## config.mk

```make
export PLATFORM = sky130hd
export DESIGN_NAME = ifetch_queue
export DESIGN_NICKNAME = d
export VERILOG_FILES = /design/src/rtl/ifetch_queue.sv
export SDC_FILE = /design/constraint.sdc
export NUM_CORES = 1
export LEC_CHECK = 0
export CORE_ASPECT_RATIO = 1.25
export CORE_MARGIN = 2
export CORE_UTILIZATION = 52
export DETAILED_ROUTE_END_ITERATION = 16
export PLACE_DENSITY_LB_ADDON = 0.25
export SYNTH_ARGS = -nofsm -noshare
export SYNTH_HDL_FRONTEND = slang
export SYNTH_SLANG_ARGS = --single-unit
```

## constraint.sdc

```tcl
create_clock -name clk -period 3.7 [get_ports clk]
set_input_delay 0.925 -clock clk [delete_from_list [all_inputs] [get_ports clk]]
set_output_delay 0.925 -clock clk [all_outputs]
set_load 0.01 [all_outputs]
```

## src/rtl/ifetch_queue.sv

```systemverilog
// Instruction fetch: sequential PC generator, pc-tag queue and in-order
// instruction FIFO. Define IFQ_BYPASS_EN to forward responses when empty.
module ifetch_queue #(
  parameter int          DEPTH    = 4,
  parameter logic [31:0] RESET_PC = 32'h0000_0000
) (
  input  logic        clk,
  input  logic        rst,
  output logic        imem_req_valid,
  input  logic        imem_req_ready,
  output logic [31:0] imem_addr,
  input  logic        imem_rsp_valid,
  input  logic [31:0] imem_rsp_data,
  input  logic        redirect_valid,
  input  logic [31:0] redirect_pc,
  output logic        inst_valid,
  input  logic        inst_ready,
  output logic [31:0] inst_data,
  output logic [31:0] inst_pc
);

  localparam int AW = $clog2(DEPTH);
  localparam int CW = AW + 1;
  typedef logic [CW-1:0] cnt_t;
  typedef logic [AW-1:0] ptr_t;
  localparam cnt_t DEPTH_C = cnt_t'(DEPTH);

  logic [31:0] pc_q, pc_d;
  logic [31:0] tag_q [DEPTH];
  logic [31:0] dat_q [DEPTH];
  logic [31:0] pcs_q [DEPTH];
  ptr_t        twp_q, twp_d, trp_q, trp_d;
  ptr_t        wp_q, wp_d, rp_q, rp_d;
  cnt_t        out_q, out_d;
  cnt_t        disc_q, disc_d;
  cnt_t        cnt_q, cnt_d;

  logic req_fire;
  logic keep;
  logic pop;
  logic fifo_valid;
  logic byp;
  logic unused_pc_lsb;

  assign unused_pc_lsb = ^redirect_pc[1:0];

  // Credit covers both buffered words and words still in flight.
  assign imem_req_valid = !rst && !redirect_valid &&
                          ((cnt_q + out_q) < DEPTH_C);
  assign imem_addr  = pc_q;
  assign req_fire   = imem_req_valid && imem_req_ready;
  assign fifo_valid = (cnt_q != '0);
  assign pop        = fifo_valid && inst_ready;

`ifdef IFQ_BYPASS_EN
  assign byp = (cnt_q == '0) && (disc_q == '0) && imem_rsp_valid &&
               inst_ready && !redirect_valid;
  assign inst_valid = fifo_valid || byp;
  assign inst_data  = byp ? imem_rsp_data : dat_q[rp_q];
  assign inst_pc    = byp ? tag_q[trp_q] : pcs_q[rp_q];
`else
  assign byp        = 1'b0;
  assign inst_valid = fifo_valid;
  assign inst_data  = dat_q[rp_q];
  assign inst_pc    = pcs_q[rp_q];
`endif

  assign keep = imem_rsp_valid && (disc_q == '0) &&
                !redirect_valid && !byp;

  always_comb begin
    pc_d   = pc_q;
    twp_d  = twp_q;
    trp_d  = trp_q;
    wp_d   = wp_q;
    rp_d   = rp_q;
    disc_d = disc_q;
    if (req_fire) begin
      pc_d  = pc_q + 32'd4;
      twp_d = twp_q + ptr_t'(1);
    end
    if (imem_rsp_valid) begin
      trp_d = trp_q + ptr_t'(1);
    end
    out_d = out_q + cnt_t'(req_fire) - cnt_t'(imem_rsp_valid);
    if (imem_rsp_valid && (disc_q != '0)) begin
      disc_d = disc_q - cnt_t'(1);
    end
    if (keep) wp_d = wp_q + ptr_t'(1);
    if (pop)  rp_d = rp_q + ptr_t'(1);
    cnt_d = cnt_q + cnt_t'(keep) - cnt_t'(pop);
    // Everything still in flight after this cycle belongs to the old path.
    if (redirect_valid) begin
      pc_d   = {redirect_pc[31:2], 2'b00};
      disc_d = out_d;
      cnt_d  = '0;
      wp_d   = '0;
      rp_d   = '0;
    end
  end

  always_ff @(posedge clk) begin
    if (rst) begin
      pc_q   <= RESET_PC;
      twp_q  <= '0;
      trp_q  <= '0;
      wp_q   <= '0;
      rp_q   <= '0;
      out_q  <= '0;
      disc_q <= '0;
      cnt_q  <= '0;
      for (int i = 0; i < DEPTH; i++) begin
        tag_q[i] <= '0;
        dat_q[i] <= '0;
        pcs_q[i] <= '0;
      end
    end else begin
      pc_q   <= pc_d;
      twp_q  <= twp_d;
      trp_q  <= trp_d;
      wp_q   <= wp_d;
      rp_q   <= rp_d;
      out_q  <= out_d;
      disc_q <= disc_d;
      cnt_q  <= cnt_d;
      if (req_fire) begin
        tag_q[twp_q] <= pc_q;
      end
      if (keep) begin
        dat_q[wp_q] <= imem_rsp_data;
        pcs_q[wp_q] <= tag_q[trp_q];
      end
    end
  end

endmodule

```

==> impl_metrics.env <==
export IMPL_worstPathMaxFanout=5
export IMPL_routed_via_density=5.52
export IMPL_timing_final_crit_period_ps=3430
export IMPL_finalHoldViolCount=0
export IMPL_tightest_slew_ps=1090
export IMPL_startpoint_type="input port"
export IMPL_avgSynthCellArea_um2=15.1
export IMPL_finalClockSkew_ps=18.7
export IMPL_dp_cells=1819
export IMPL_powerDensity_nw_per_um2=493
export IMPL_cp_data_required_time_ps=2770
export IMPL_setup_viol=0
export IMPL_ys_types=66
export IMPL_drv_slew=0
export IMPL_max_slew_margin_rel_pct=27.3
export IMPL_dpl_hpwl_mm=23.3
export IMPL_grt_first_pass_wirelength_mm=61.7
export IMPL_drt_initial_drc_count=868
export IMPL_layout_nets=1470
export IMPL_die_area_um2=37400
export IMPL_crit_top_cell="clkdlybuf4s50_1"
export IMPL_grt_util_met3_pct=3.07
export IMPL_ys_async_sr_fraction_pct=0
export IMPL_clock_power_share_pct=38.3
export IMPL_grtUsageTotal_pct=21.3
export IMPL_grt_use_met1_pct=27.8
export IMPL_final_setup_tns_ps=0
export IMPL_cp_data_arrival_time_ps=2510
export IMPL_start_util_pct=52.7
export IMPL_ys_seq_area_share_pct=64.8
export IMPL_core_area_um2=35400
export IMPL_globalRouteMet2Util_pct=37.2
export IMPL_cap_violations=0
export IMPL_wire_per_inst_um=20.6
export IMPL_antenna_found_initial=0
export IMPL_worstSetupEndpointType="primary output"
export IMPL_utilization_pct=62.7
export IMPL_insertion_delay_ps=540
export IMPL_syn_to_final_growth_pct=19.0
export IMPL_p_leak_uw=0.00792
export IMPL_hold_depth=2
export IMPL_ys_flop_type="edfxtp_1"
export IMPL_synth_cells=1236
export IMPL_clk_pin_slew_ps=60
export IMPL_vias=10456
export IMPL_antenna_cells=0
export IMPL_yosysWarnings=0
export IMPL_busiest_layer="met2"
export IMPL_drive_above_1_share_pct=16.0
export IMPL_rsz0062_at_grt="no"
export IMPL_sw_frac_of_total_pct=22.6
export IMPL_die_w_um=173
export IMPL_syn_area_um2=18600
export IMPL_dr_pass1_iters=5
export IMPL_cts_tree="yes"
export IMPL_cts_root_buf="clkbuf_16"
export IMPL_cts_max_path_buffers=3
export IMPL_die_y_um=216
export IMPL_synth_edf_count=368
export IMPL_final_antenna_net_count=0
export IMPL_grt_max_degree=63
export IMPL_rows=77
export IMPL_drt_total_wl_mm=39.0
export IMPL_drcViolationCount=0
export IMPL_overflow=0
export IMPL_ff2ff_path_depth=14
export IMPL_postCtsSetupBuffers=0
export IMPL_crit_chain="clkdlybuf4s50_1, or2_2, nor2_1, clkdlybuf4s50_1"
export IMPL_first_global_vias=11092
export IMPL_hp_class="flip-flop to flip-flop"
export IMPL_comb_power_share_pct=10.8
export IMPL_ys_ff_latch=419
export IMPL_gp_congestion=0.857
export IMPL_fin_crit_sh_pct=92.8
export IMPL_cts_resized=0
export IMPL_status="finished clean"
export IMPL_fin_cells=1895
export IMPL_path_class="input port to primary output"
export IMPL_peakVddDrop_mv=0.357
export IMPL_fmax_ghz=0.291
export IMPL_slowest_delay_ps=560
export IMPL_critPathSlowestCell="clkdlybuf4s50_1"
export IMPL_cts_sinks=419
export IMPL_switchingPower_uw=2470
export IMPL_h_tree_depth=2
export IMPL_seqPwrFrac_pct=50.9
export IMPL_io_buffers=161
export IMPL_holdBufCountCts=0
export IMPL_ios=168
export IMPL_power_internal_uw=8470
export IMPL_cts_buffers=41
layer usage:
layer,vias up,wire (um)
met5,-,0
met4,0,843
met3,57,1770
met2,288,19900
met1,5237,16400
li1,4874,-
area by class of cell:
cell class                 instances  area [um^2]
clock buffer                      53         1120
clock inverter                    21          221
fill                            2635        13200
inverter                          15         58.8
multi-input combinational        715         6130
sequential                       419        12100
tap                              474          593
timing repair buffer             198         1970
power groups by stage:
| stage | registers, uW | logic [uW] | clock network (uW) |
|---|---|---|---|
| 4_1_cts | 5570 | 1180 | 4280 |
| 6_report | 5570 | 1180 | 4190 |
| 5_1_grt | 5600 | 1280 | 4460 |
| 3_5_place_dp | 5670 | 1180 | 0 |
| 3_3_place_gp | 5660 | 1170 | 0 |
| 2_1_floorplan | 5600 | 685 | 0 |
placed cells by master, fill, tap and decap left out, types with 8 or more instances in the layout:
master / count
clkinv_1: 10
a21oi_1: 10
and2_1: 337
a31oi_1: 11
buf_4: 30
and3_1: 31
clkbuf_1: 9
xnor2_1: 14
clkbuf_16: 43
nand3_1: 11
o211ai_1: 13
ha_1: 8
nand2_1: 44
edfxtp_1: 368
nor2_1: 28
dfxtp_1: 47
mux4_2: 92
clkdlybuf4s50_1: 160
nand4_1: 12
inv_1: 13
logic make-up after synthesis:
family,count (synthesis),synth area share [%]
muxes,94,11.2
adders and majority gates,10,0.752
xor gates and xnor gates,23,1.12
other,1,0.0201
AOI/OAI and AO/OA,61,2.32
DFF,419,64.8
and+or+nand+nor,523,17.2
buffers and inverters,105,2.63
through the flow:
stage	setup slack, ps	total power (uW)	area, um^2	hold WS (ps)
5_1_grt	143	11300	22200	552
2_1_floorplan	201	6290	18600	485
3_5_place_dp	240	6850	20800	516
6_report	267	10900	22200	525
3_3_place_gp	260	6820	20800	506
4_1_cts	113	11000	22200	529
cells in the mapped netlist (3+ instances only):
| cell type | number | area (um^2) |
|---|---|---|
| a31oi_1 | 11 | 68.8 |
| or4_1 | 7 | 52.6 |
| o21ai_0 | 4 | 20.0 |
| dfxtp_1 | 51 | 1020 |
| and2_1 | 337 | 2110 |
| or2_2 | 6 | 37.5 |
| nor4_1 | 5 | 31.3 |
| inv_1 | 13 | 48.8 |
| a211oi_1 | 7 | 52.6 |
| and3_1 | 32 | 200 |
| nor3_2 | 4 | 40.0 |
| buf_1 | 3 | 11.3 |
| o311ai_0 | 3 | 26.3 |
| a21oi_1 | 10 | 50.1 |
| nor3_1 | 6 | 30.0 |
| xnor2_1 | 15 | 131 |
| nor2b_1 | 3 | 18.8 |
| buf_2 | 19 | 95.1 |
| and2_2 | 3 | 22.5 |
| nor2_1 | 29 | 109 |
| or3_1 | 4 | 25.0 |
| xor2_1 | 7 | 61.3 |
| clkbuf_1 | 59 | 221 |
| nand4_1 | 12 | 75.1 |
| ha_1 | 8 | 100 |
| mux4_2 | 92 | 2070 |
| nand3_1 | 11 | 55.1 |
| nand2_1 | 44 | 165 |
| buf_4 | 6 | 45.0 |
| edfxtp_1 | 368 | 11100 |
| o211ai_1 | 13 | 97.6 |
flip-flops by register name, indices dropped and copies added, names as in the netlist, named ones only:
register and cells:
twp_q 2, cnt_q 3, imem_addr 30, wp_q 2, out_q 3, dat_q 128
trp_q 2, pcs_q 120, rp_q 2, disc_q 3, tag_q 120
worst paths after layout:
check	slack, ps	end	from
hold reg to reg	520	flip-flop	trp_q[0]$_SDFFE_PP0P_
setup / recovery	270	imem_req_valid	redirect_valid
setup reg to reg	660	disc_q[2]$_SDFFE_PP0P_	cnt_q[1]$_SDFF_PP0_
hold / removal	520	flip-flop	trp_q[0]$_SDFFE_PP0P_
critical path: cells and delay by family:
family / cells / cell delay, ps
buffers and inverters: 2 / 1110
AND/OR/NAND/NOR: 2 / 480
Note: power is estimated with default switching activity, not from simulation.
